`src/rtl/id_gen_if.sv`:
```
// Request/stream bundle for id_gen: the requester drives the request fields,
// and the generator returns one character per cycle plus its status strobes.
interface id_gen_if;
    logic       start;
    logic [3:0] alpha_len;
    logic [4:0] alpha_seed;
    logic [3:0] num_len;
    logic [3:0] num_seed;
    logic [7:0] char;
    logic       valid;
    logic       busy;
    logic       done;
    logic       err;

    modport master (
        output start, alpha_len, alpha_seed, num_len, num_seed,
        input  char, valid, busy, done, err
    );

    modport slave (
        input  start, alpha_len, alpha_seed, num_len, num_seed,
        output char, valid, busy, done, err
    );
endinterface

```
`src/rtl/id_gen.sv`:
```
// Identifier stream generator: on request it emits alpha_len letters, then
// num_len digits, then one terminator character, one character per cycle.
module id_gen #(
    parameter logic [7:0] TERM_CHAR = 8'd32,
    parameter bit         UPPER     = 1'b0
) (
    input  logic     clk,
    input  logic     reset,
    id_gen_if.slave  bus
);
    localparam logic [1:0] IDLE  = 2'd0;
    localparam logic [1:0] ALPHA = 2'd1;
    localparam logic [1:0] NUM   = 2'd2;
    localparam logic [1:0] TERM  = 2'd3;

    localparam logic [7:0] BASE = UPPER ? 8'd65 : 8'd97;

    logic [1:0] state_q, state_d;
    logic [7:0] char_q, char_d;
    logic       err_q, err_d;
    logic [3:0] alen_q, alen_d;
    logic [3:0] nlen_q, nlen_d;
    logic [4:0] aidx_q, aidx_d;
    logic [3:0] didx_q, didx_d;
    logic [3:0] cnt_q, cnt_d;

    logic [4:0] aseed_norm;
    logic [3:0] nseed_norm;
    logic [4:0] aidx_nxt;
    logic [3:0] didx_nxt;

    // aidx_q/didx_q always hold the index of the character currently on char_q
    always_comb begin
        aseed_norm = (bus.alpha_seed > 5'd25) ? 5'd0 : bus.alpha_seed;
        nseed_norm = (bus.num_seed > 4'd9) ? 4'd0 : bus.num_seed;
        aidx_nxt   = (aidx_q == 5'd25) ? 5'd0 : aidx_q + 5'd1;
        didx_nxt   = (didx_q == 4'd9) ? 4'd0 : didx_q + 4'd1;

        state_d = state_q;
        char_d  = 8'd0;
        err_d   = 1'b0;
        alen_d  = alen_q;
        nlen_d  = nlen_q;
        aidx_d  = aidx_q;
        didx_d  = didx_q;
        cnt_d   = cnt_q;

        case (state_q)
            IDLE: begin
                if (bus.start) begin
                    if (bus.alpha_len != 4'd0 && bus.num_len != 4'd0) begin
                        alen_d  = bus.alpha_len;
                        nlen_d  = bus.num_len;
                        aidx_d  = aseed_norm;
                        didx_d  = nseed_norm;
                        cnt_d   = 4'd1;
                        state_d = ALPHA;
                        char_d  = BASE + {3'd0, aseed_norm};
                    end else begin
                        err_d = 1'b1;
                    end
                end
            end
            ALPHA: begin
                if (cnt_q == alen_q) begin
                    state_d = NUM;
                    cnt_d   = 4'd1;
                    char_d  = 8'd48 + {4'd0, didx_q};
                end else begin
                    aidx_d = aidx_nxt;
                    cnt_d  = cnt_q + 4'd1;
                    char_d = BASE + {3'd0, aidx_nxt};
                end
            end
            NUM: begin
                if (cnt_q == nlen_q) begin
                    state_d = TERM;
                    char_d  = TERM_CHAR;
                end else begin
                    didx_d = didx_nxt;
                    cnt_d  = cnt_q + 4'd1;
                    char_d = 8'd48 + {4'd0, didx_nxt};
                end
            end
            default: begin
                // terminator cycle: start is ignored here, giving one idle cycle
                state_d = IDLE;
            end
        endcase
    end

    always_ff @(posedge clk or posedge reset) begin
        if (reset) begin
            state_q <= IDLE;
            char_q  <= 8'd0;
            err_q   <= 1'b0;
            alen_q  <= 4'd0;
            nlen_q  <= 4'd0;
            aidx_q  <= 5'd0;
            didx_q  <= 4'd0;
            cnt_q   <= 4'd0;
        end else begin
            state_q <= state_d;
            char_q  <= char_d;
            err_q   <= err_d;
            alen_q  <= alen_d;
            nlen_q  <= nlen_d;
            aidx_q  <= aidx_d;
            didx_q  <= didx_d;
            cnt_q   <= cnt_d;
        end
    end

    assign bus.char  = char_q;
    assign bus.valid = (state_q != IDLE);
    assign bus.busy  = (state_q != IDLE);
    assign bus.done  = (state_q == TERM);
    assign bus.err   = err_q;
endmodule

```
`src/flat_wrapper.sv`:
```
// flat-port wrapper written by rule: the top's interface ports become plain ports
module id_gen_flat 
#(
    parameter logic [7:0] TERM_CHAR = 8'd32,
    parameter bit         UPPER     = 1'b0
)
  (clk, reset, bus_start, bus_alpha_len, bus_alpha_seed, bus_num_len, bus_num_seed, bus_char, bus_valid, bus_busy, bus_done, bus_err);
  id_gen_if bus_i ();
  input  logic clk;
  input  logic reset;
  input wire logic [$bits(bus_i.start)-1:0] bus_start;
  input wire logic [$bits(bus_i.alpha_len)-1:0] bus_alpha_len;
  input wire logic [$bits(bus_i.alpha_seed)-1:0] bus_alpha_seed;
  input wire logic [$bits(bus_i.num_len)-1:0] bus_num_len;
  input wire logic [$bits(bus_i.num_seed)-1:0] bus_num_seed;
  output wire logic [$bits(bus_i.char)-1:0] bus_char;
  output wire logic [$bits(bus_i.valid)-1:0] bus_valid;
  output wire logic [$bits(bus_i.busy)-1:0] bus_busy;
  output wire logic [$bits(bus_i.done)-1:0] bus_done;
  output wire logic [$bits(bus_i.err)-1:0] bus_err;
  assign bus_i.start = bus_start;
  assign bus_i.alpha_len = bus_alpha_len;
  assign bus_i.alpha_seed = bus_alpha_seed;
  assign bus_i.num_len = bus_num_len;
  assign bus_i.num_seed = bus_num_seed;
  assign bus_char = bus_i.char;
  assign bus_valid = bus_i.valid;
  assign bus_busy = bus_i.busy;
  assign bus_done = bus_i.done;
  assign bus_err = bus_i.err;
  id_gen #(.TERM_CHAR(TERM_CHAR), .UPPER(UPPER)) u_core (.clk(clk), .reset(reset), .bus(bus_i));
endmodule
```
`config.mk`:
```
export PLATFORM = sky130hd
export DESIGN_NAME = id_gen_flat
export DESIGN_NICKNAME = d
export VERILOG_FILES = /design/src/rtl/id_gen_if.sv /design/src/rtl/id_gen.sv /design/src/flat_wrapper.sv
export SDC_FILE = /design/constraint.sdc
export NUM_CORES = 1
export LEC_CHECK = 0
export CORE_UTILIZATION = 54
export CTS_BUF_LIST = sky130_fd_sc_hd__clkbuf_16
export CTS_CLUSTER_DIAMETER = 50
export DETAILED_ROUTE_END_ITERATION = 12
export PLACE_DENSITY = 0.8
export SLEW_MARGIN = 20
export SYNTH_ARGS = -nofsm -noshare
export SYNTH_HDL_FRONTEND = slang
export SYNTH_SLANG_ARGS = --single-unit
export TNS_END_PERCENT = 50
```
`constraint.sdc`:
```
create_clock -name clk -period 2.4 [get_ports clk]
set_clock_uncertainty 0.2 [all_clocks]
set_input_delay 0.48 -clock clk [delete_from_list [all_inputs] [get_ports clk]]
set_output_delay 0.48 -clock clk [all_outputs]
set_load 0.05 [all_outputs]
```
==> flow_metrics.env <==
export IMPL_period_needed_ns=2.35
export IMPL_final_nets=320
export IMPL_wl_per_cell_um=15.3
export IMPL_drtIter0Drc=209
export IMPL_numCtsBuffers=5
export IMPL_final_common_cell="nand2_1"
export IMPL_hold_path_class="flop to flop"
export IMPL_final_cell_mix="nand2_1, dfrtp_1, buf_4"
export IMPL_n_antenna_cell=0
export IMPL_cts_root_buf="clkbuf_16"
export IMPL_comb_power_share=0.585
export IMPL_finish_utilization=0.772
export IMPL_grtUsageMet1=0.389
export IMPL_avgSynthCellArea_um2=8.99
export IMPL_syn_nets=263
export IMPL_detailed_place_area_mm2=0.00265
export IMPL_cts_tree="yes"
export IMPL_cts_buffer_depth=2
export IMPL_grt_usage=0.278
export IMPL_yosys_warnings=0
export IMPL_netlist_instances=233
export IMPL_grt_pass1_vias=1871
export IMPL_vias_per_cell=5.78
export IMPL_critPathKind="input port to flop"
export IMPL_cts_max_level=2
export IMPL_ir_drop_v=0.000826
export IMPL_ys_flop_type="dfrtp_1"
export IMPL_cts_sinks=32
export IMPL_netlist_area_mm2=0.00209
export IMPL_place_congestion=0.825
export IMPL_pwr_share_clk=0.169
export IMPL_antenna_left=0
export IMPL_power_density_mw_per_mm2=1450
export IMPL_status="finished clean"
export IMPL_die_w_um=64.3
export IMPL_drc=0
export IMPL_vias=1961
export IMPL_cp_data_required_time_ns=2.36
export IMPL_path_buf_inv=1
export IMPL_hold_ws_ns=0.294
export IMPL_p_int_w=0.00234
export IMPL_synthToLayoutAreaGrowth_pct=36.0
export IMPL_pre_cts_ws_ns=-0.255
export IMPL_slew_violations=0
export IMPL_crit_chain="clkdlybuf4s50_1, or4_4, and3b_2, a21oi_2, nor2_2, mux2_1"
export IMPL_crit_path_start="bus_alpha_len[2]"
export IMPL_drtPass1Iterations=4
export IMPL_seqPwrFrac=0.247
export IMPL_synth_seq_area_share=0.382
export IMPL_dp_hpwl_mm=3.67
export IMPL_setup_viol=0
export IMPL_hold_viol=0
export IMPL_grt_pass1_wl_mm=8.85
export IMPL_min_from="u_core.alen_q[0]$_DFFE_PP0P_"
export IMPL_finalSetupTns_ns=0
export IMPL_die_h_um=64.3
export IMPL_cpLargestDelayFamily="simple AND/OR/NAND/NOR gates"
export IMPL_slowest_delay_ns=0.57
export IMPL_netSwitchingFraction=0.434
export IMPL_grt_max_degree=33
export IMPL_grt_ovfl_total=0
export IMPL_async_reset_ff_frac=1.00
export IMPL_cp_end_kind="flop"
export IMPL_clkTransAtPathRegs_ns=0.05
export IMPL_synth_seq_cells=32
export IMPL_power_switching_w=0.00180
export IMPL_design_area_mm2=0.00285
export IMPL_grt_util_met2=0.438
export IMPL_fill_cells=254
export IMPL_slew_headroom=0.661
export IMPL_max_freq_ghz=0.425
export IMPL_rsz0062_at_grt="true"
export IMPL_cp_start_kind="input port"
export IMPL_floorplan_initialDensity=0.568
export IMPL_busiest_layer="met2"
export IMPL_worstMarginPinSlew_ns=0.507
export IMPL_synth_distinct_cells=51
export IMPL_fin_ws_ns=0.0484
export IMPL_die_area_mm2=0.00413
export IMPL_totalWireLength_mm=5.20
export IMPL_leakagePower_nw=1.33
export IMPL_antenna_found_initial=0
export IMPL_cp_slowest_cell="or4_4"
export IMPL_row_count=22
export IMPL_clk_latency_ns=0.28
export IMPL_grt_met3_usage=0.0589
export IMPL_synth_edf_count=0
export IMPL_crit_fanout=5
export IMPL_numPortBuffers=31
export IMPL_min_period_over_period=0.980
export IMPL_core_area_mm2=0.00369
export IMPL_cap_violations=0
export IMPL_critPathArrivalTime_ns=2.31
export IMPL_drive_gt1_frac=0.199
export IMPL_io_pins=32
export IMPL_r2r_start="u_core.cnt_q[0]$_DFFE_PP0P_"
stage by stage:
stage	power, W	cells
floorplan	0.00254	233
global placement	0.00323	330
detailed placement	0.00329	330
CTS	0.00404	338
global route	0.00442	339
finish	0.00414	339
path summary, 6_finish.rpt:
kind,slack [ns],end,cells after the start
worst max-delay path,0.05,u_core.aidx_q[4]$_DFFE_PP0P_,6
worst min-delay path,0.29,u_core.alen_q[0]$_DFFE_PP0P_,2
worst max register to register,0.06,u_core.aidx_q[4]$_DFFE_PP0P_,5
worst min register to register,0.29,u_core.alen_q[0]$_DFFE_PP0P_,2
max in group asynchronous,1.29,u_core.aidx_q[0]$_DFFE_PP0P_,3
min in group asynchronous,0.40,u_core.cnt_q[2]$_DFFE_PP0P_,3
layer usage:
metal,up-vias,part of all wire,wire [µm]
met5,-,0,0
met4,0,0.016,82
met3,10,0.067,348
met2,78,0.47,2470
met1,928,0.44,2300
li1,945,-,-
synth_stat cells, types with 3 or more instances:
cell type  instances  share of area
xnor2_1            3          0.013
a31oi_1            3         0.0090
mux2_1             4          0.022
nand3_1            8          0.019
and2_1             3         0.0090
a22o_1             4          0.017
dfrtp_1           32           0.38
nand2_1           34          0.061
nor2_1            12          0.022
mux2i_1            5          0.024
o21ai_0           18          0.043
inv_1             13          0.023
o211ai_1           3          0.011
ha_1              10          0.060
and3_1             4          0.012
nand4b_1           3          0.013
nor3_1             3         0.0072
xor2_1            10          0.042
clkbuf_1           7          0.013
a21oi_1           15          0.036
sequential cells by signal, summed over array words and instances (netlist names):
signal and flops:
u_core.bus.char 8, u_core.state_q 2, u_core.didx_q 4, u_core.cnt_q 4, u_core.bus.err 1, u_core.nlen_q 4, u_core.alen_q 4, u_core.aidx_q 5
worst register-to-register path: stages (launching register included):
cell     delay (ns)
dfrtp_1        0.47
xor2_1         0.22
nor4_1         0.47
and2_1         0.40
nor2_2         0.14
mux2_1         0.33
cell families after synthesis:
group,share of synthesized area
compound gates,0.178
buf+inv,0.0436
xor+xnor,0.0544
fa+ha+maj,0.0597
flops,0.382
simple gates,0.222
mux,0.0597
area by class of cell:
type,count,area [µm²],area share
clock buffers,5,125,0.0439
clock inverters,3,37.5,0.0132
inverters,13,48.8,0.0171
multi-input cells,178,1230,0.432
flip-flops and latches,32,802,0.282
well taps,48,60.1,0.0211
repair buffers,60,546,0.191
what timing repair did:
action / 4_1_cts / 5_1_grt
resized for setup: 0 / 9
hold buffers: 0 / 0
endpoints found under the setup margin: 0 / 10
buffers inserted: 0 / 1
power by group through the flow:
stage          Sequential (W)  Combinational (W)  Clock [W]
2_1_floorplan         0.00108            0.00145          0
6_report              0.00102            0.00242   0.000697
4_1_cts               0.00101            0.00232   0.000705
3_3_place_gp         0.000997            0.00223          0
3_5_place_dp          0.00101            0.00228          0
5_1_grt               0.00104            0.00264   0.000729
(Power assumes the default switching activity.)
==> RTL change 1, RTL diff (config.mk and constraints unchanged) <==
`UPPER` is set to 1'b0 in 2 places; all go to 1'b1.
--- a/src/rtl/id_gen.sv
+++ b/src/rtl/id_gen.sv
@@ -3,5 +3,5 @@
 module id_gen #(
     parameter logic [7:0] TERM_CHAR = 8'd32,
-    parameter bit         UPPER     = 1'b0
+    parameter bit         UPPER     = 1'b1
 ) (
     input  logic     clk,
--- a/src/flat_wrapper.sv
+++ b/src/flat_wrapper.sv
@@ -3,5 +3,5 @@
 #(
     parameter logic [7:0] TERM_CHAR = 8'd32,
-    parameter bit         UPPER     = 1'b0
+    parameter bit         UPPER     = 1'b1
 )
   (clk, reset, bus_start, bus_alpha_len, bus_alpha_seed, bus_num_len, bus_num_seed, bus_char, bus_valid, bus_busy, bus_done, bus_err);
Check against the original RTL: not equivalent (Yosys sat finds a counterexample within 4 cycles, from zero or initial values and one cycle with reset high).
==> RTL change 1 against the unedited design <==
- core utilization down 4.2 points
- worst hold slack improved by 0.0020 ns
- register-to-register slack better by 0.07 ns
- design area decreased by 5.4%
- clock power shrank 16%
- setup slack improved by 0.015 ns
- critical path depth unchanged
- sequential cell count down 1
- routed wire length is 6.5% lower
- total power decreased by 8.9%
- synthesized area is the same
==> RTL change 1: results (changes against the unedited design) <==
- Multi-input combinational area share: 45.4% (+2.2 points)
- Largest net degree at the start of global routing: 32 (-3.0%)
- Number of port buffers: 30 (-3.2%)
- # fillers: 306 (+20%)
- Slew @ Worst Pin: 0.496 ns (-0.0110 ns)
- Placed cell areas: 2560 µm² (-3.4%)
- Seq/total area: 28.8% (+0.63 points)
- Synth cell count leaders: nand2_1, dfrtp_1, nor2_1, o21ai_0
- Vias per cell: 5.70 (-1.4%)
- Met3 Usage GRT: 5.00% (-0.89 points)
- Clk tree area frac: 4.97% (-0.74 points)
- FFs & Latches: 31 (-3.1%)
- Buffers excl. clock: 48 (-20%)
- Number of global-route vias before repair: 1828 (-2.3%)
- Pre-CTS WS: -0.214 ns (+0.0414 ns)
- Final-stage net count: 313 (-2.2%)
- # placed instances: 324 (-1.8%)
- Routed WL: 4860 µm (-6.5%)
- Synth Area in XOR/XNOR: 6.63% (+1.2 points)
- CP endpoint: u_core.aidx_q[0]$_DFFE_PP0P_
- Detailed placement HPWL: 3590 µm (-2.4%)
- First-pass GRT wire length: 8380 µm (-5.3%)
- Outcome: complete, no violations
- Fin area: 2700 µm² (-5.4%)
- Ranking of synthesized cells by area: dfrtp_1, nand2_1, ha_1
- Crit path DAT: 2.29 ns (-0.02 ns)
- Leakage: 1.22 nW (-8.6%)
- Reg2reg start: u_core.aidx_q[0]$_DFFE_PP0P_
- Initial DRC Count: 184 (-12%)
- Yosys cell types: 50 (-2.0%)
- Reg2reg setup slack: 0.13 ns (+0.07 ns)
- Period utilisation layout: 97.4% (-0.62 points)
- Signal buf overhead: 16.8% (-2.3 points)
- Synth Cell Area: 2090 µm² (unchanged)
- Gr usage total: 26.4% (-1.4 points)
- Largest register FFs: 7 (-1)
- Sequential share of the synthesized area: 37.0% (-1.2 points)
- Synthesized instance count: 238 (+2.1%)
- Post-synthesis mux area share: 4.78% (-1.2 points)
- Reg2reg end: u_core.bus.char[3]$_DFF_PP0_
- Worst setup path start: bus_num_len[1]
RTL change 1: cell types whose count changed after synthesis, sizes merged, moves of 4 or more:
cell	unedited run	this run
a31oi	4	10
o21ai	19	15
xor2	10	6
nand2	34	40
xnor2	3	9
mux2i	5	1
RTL change 1: worst reg2reg max path, delay by kind of cell, from the launching register on:
kind / cells / cell delay, ns
compound gates: 2 / 0.48
flops: 1 / 0.46
fa+ha+maj: 1 / 0.26
simple gates: 2 / 0.80
RTL change 1: per-layer routing:
| layer | part of all wire (%) | routed length (µm) | vias up |
|---|---|---|---|
| met5 | 0 | 0 | - |
| met4 | 0.95 | 46 | 0 |
| met3 | 4.7 | 230 | 7 |
| met2 | 52 | 2530 | 60 |
| met1 | 42 | 2050 | 892 |
| li1 | - | - | 928 |
RTL change 1: how the worst min path moves through the flow:
stage / start / end / slack, ns / cells after the start
finish: u_core.nlen_q[2]$_DFFE_PP0P_ / u_core.nlen_q[2]$_DFFE_PP0P_ / 0.30 / 2
global route: u_core.nlen_q[2]$_DFFE_PP0P_ / u_core.nlen_q[2]$_DFFE_PP0P_ / 0.31 / 2
CTS: u_core.nlen_q[2]$_DFFE_PP0P_ / u_core.nlen_q[2]$_DFFE_PP0P_ / 0.30 / 2
detailed placement: u_core.nlen_q[2]$_DFFE_PP0P_ / u_core.nlen_q[2]$_DFFE_PP0P_ / 0.29 / 2
global placement: u_core.nlen_q[2]$_DFFE_PP0P_ / u_core.nlen_q[2]$_DFFE_PP0P_ / 0.28 / 2
floorplan: u_core.nlen_q[3]$_DFFE_PP0P_ / u_core.nlen_q[3]$_DFFE_PP0P_ / 0.27 / 2
RTL change 1: power breakdown:
part           switching, mW  total (mW)  internal (mW)
logic                   1.23        2.18          0.956
clock network          0.211       0.582          0.371
registers              0.252        1.00          0.750
total                   1.69        3.77           2.08
==> RTL change 2, RTL diff (same settings) <==
Made on the original files. Reset style: synchronous (`reset`), changed in one clocked block.
--- a/src/rtl/id_gen.sv
+++ b/src/rtl/id_gen.sv
@@ -90,5 +90,5 @@
     end
 
-    always_ff @(posedge clk or posedge reset) begin
+    always_ff @(posedge clk) begin
         if (reset) begin
             state_q <= IDLE;
Formal check against the unedited RTL: differs if reset is asserted again (counterexample within 4 cycles, from zero or initial values and one cycle with reset high); with reset held inactive, the same outputs for 10 cycles.
==> RTL change 2 against the unedited design <==
- largest cell class unchanged
- synthesized area down 0.48%
- sequential cell count unchanged
- sequential power is 19% lower
- worst hold slack improved by 0.037 ns
- setup slack better by 0.099 ns
- design area down 3.2%
- routed wire length rose by 0.71%
- total power shrank 24%
- via count increased by 4.3%
==> RTL change 2: results (changes against the unedited design) <==
- Reg2reg setup slack: 0.24 ns (+0.18 ns)
- Worst Hold Class: reg -> reg
- Met3 Usage GRT: 6.07% (+0.18 points)
- Number of gates resized after CTS: 0 (unchanged)
- Placer Congestion: 0.860 (+4.2%)
- Pre-CTS WS: -0.0894 ns (+0.166 ns)
- Ranking of synthesized cells by area: dfxtp_1, mux2i_1, ha_1
- CP Max Fanout: 8 (+3)
- Gr usage total: 27.9% (+0.071 points)
- Crit path DAT: 2.22 ns (-0.09 ns)
- # placed instances: 345 (+4.5%)
- Leakage: 1.17 nW (-12%)
- DRT Pass-1 Iters: 7 (+3)
- Final-stage net count: 334 (+4.4%)
- Reg2reg start: u_core.aidx_q[0]$_SDFFE_PP0P_
- Slew @ Worst Pin: 0.509 ns (+0.00161 ns)
- Async set or reset register ratio after synthesis: 0% (-100 points)
- Routed met3 length: 237 µm (-32%)
- Num CTS Buffers: 5 (unchanged)
- Vias: 2045 (+4.3%)
- Peak VDD IR: 542 µV (-34%)
- Global routing met2 resource utilization: 49.6% (+5.8 points)
- Slowest Stage Delay on Critical Path: 0.48 ns (-0.09 ns)
- Number of port buffers: 31 (unchanged)
- Vias per cell: 5.79 (+0.15%)
- Met1 Use GR: 31.5% (-7.4 points)
- Routed WL: 5230 µm (+0.71%)
- Top FF cell, synth: dfxtp_1
- Worst r2r path cells: 5 (unchanged)
- Synth cell count leaders: dfxtp_1, nor2_1, o21ai_0, inv_1, nand2_1
- Crit path max-delay cell type: clkdlybuf4s50_1
- Hold_ws: 0.331 ns (+0.0371 ns)
- Share of layout cells above drive strength 1: 15.7% (-4.2 points)
- Placed cell areas: 2620 µm² (-1.1%)
- Initial DRC Count: 142 (-32%)
- # fillers: 302 (+19%)
- Hold_sp: u_core.alen_q[1]$_SDFFE_PP0P_
- Largest net degree at the start of global routing: 24 (-27%)
- Outcome: complete, no violations
- Synthesized instance count: 251 (+7.7%)
- Sequential share of the synthesized area: 30.7% (-7.5 points)
- CP delay by family, top: compound AO/OA/AOI/OAI gates
- Detailed placement HPWL: 3800 µm (+3.5%)
- Period utilisation layout: 93.9% (-4.1 points)
- Syn Nets: 281 (+6.8%)
- First-pass GRT wire length: 8870 µm (+0.16%)
- Met1 Wirelength: 2220 µm (-3.2%)
RTL change 2: changes by cell type in the layout (fill, tap and decap cells not counted), sizes merged, moves of 3 or more:
cell	change
a22o	-4
a31oi	+3
and3	-3
dfrtp	-32
dfxtp	+32
inv	+3
mux2	-4
mux2i	+9
nand2	-19
nand3b	+3
nor2	+11
o211ai	-3
RTL change 2: kinds of logic (layout without fill, tap and decap cells):
kind of cell | count (synthesis) | in the layout | synth area share (%)
simple gates | 84 | 84 | 22.4
mux | 16 | 16 | 7.80
fa+ha+maj | 10 | 10 | 6.00
xor+xnor | 13 | 13 | 5.46
compound gates | 68 | 68 | 22.1
buf+inv | 28 | 82 | 5.52
flops | 32 | 32 | 30.7
RTL change 2: worst paths after layout:
| check | endpoint |
|---|---|
| min reg2reg | u_core.alen_q[1]$_SDFFE_PP0P_ |
| max reg2reg | u_core.bus.char[5]$_SDFF_PP0_ |
| max | u_core.aidx_q[3]$_SDFFE_PP0P_ |
| min | u_core.alen_q[1]$_SDFFE_PP0P_ |
RTL change 2: worst reg2reg max path: cells and delay by family (launching register included):
kind | cells | cell delay (ns)
AO/OA/AOI/OAI | 3 | 0.79
flip-flops | 1 | 0.42
adder cells (fa/ha/maj) | 1 | 0.32
AND/OR/NAND/NOR | 1 | 0.29
RTL change 2: area by class of cell:
class	instances	area (µm²)	area share [%]
clock inverters	3	13.8	0.499
repair buffers	58	531	19.2
flip-flops and latches	32	641	23.2
inverters	16	60.1	2.18
clock buffers	5	125	4.54
multi-input cells	191	1330	48.2
well taps	48	60.1	2.18
RTL change 2: report_power, final:
group	total [mW]	switching (mW)	internal [mW]	leakage (nW)
Combinational	1.70	0.948	0.755	0.834
Clock	0.600	0.225	0.376	0.0710
Sequential	0.829	0.161	0.668	0.262
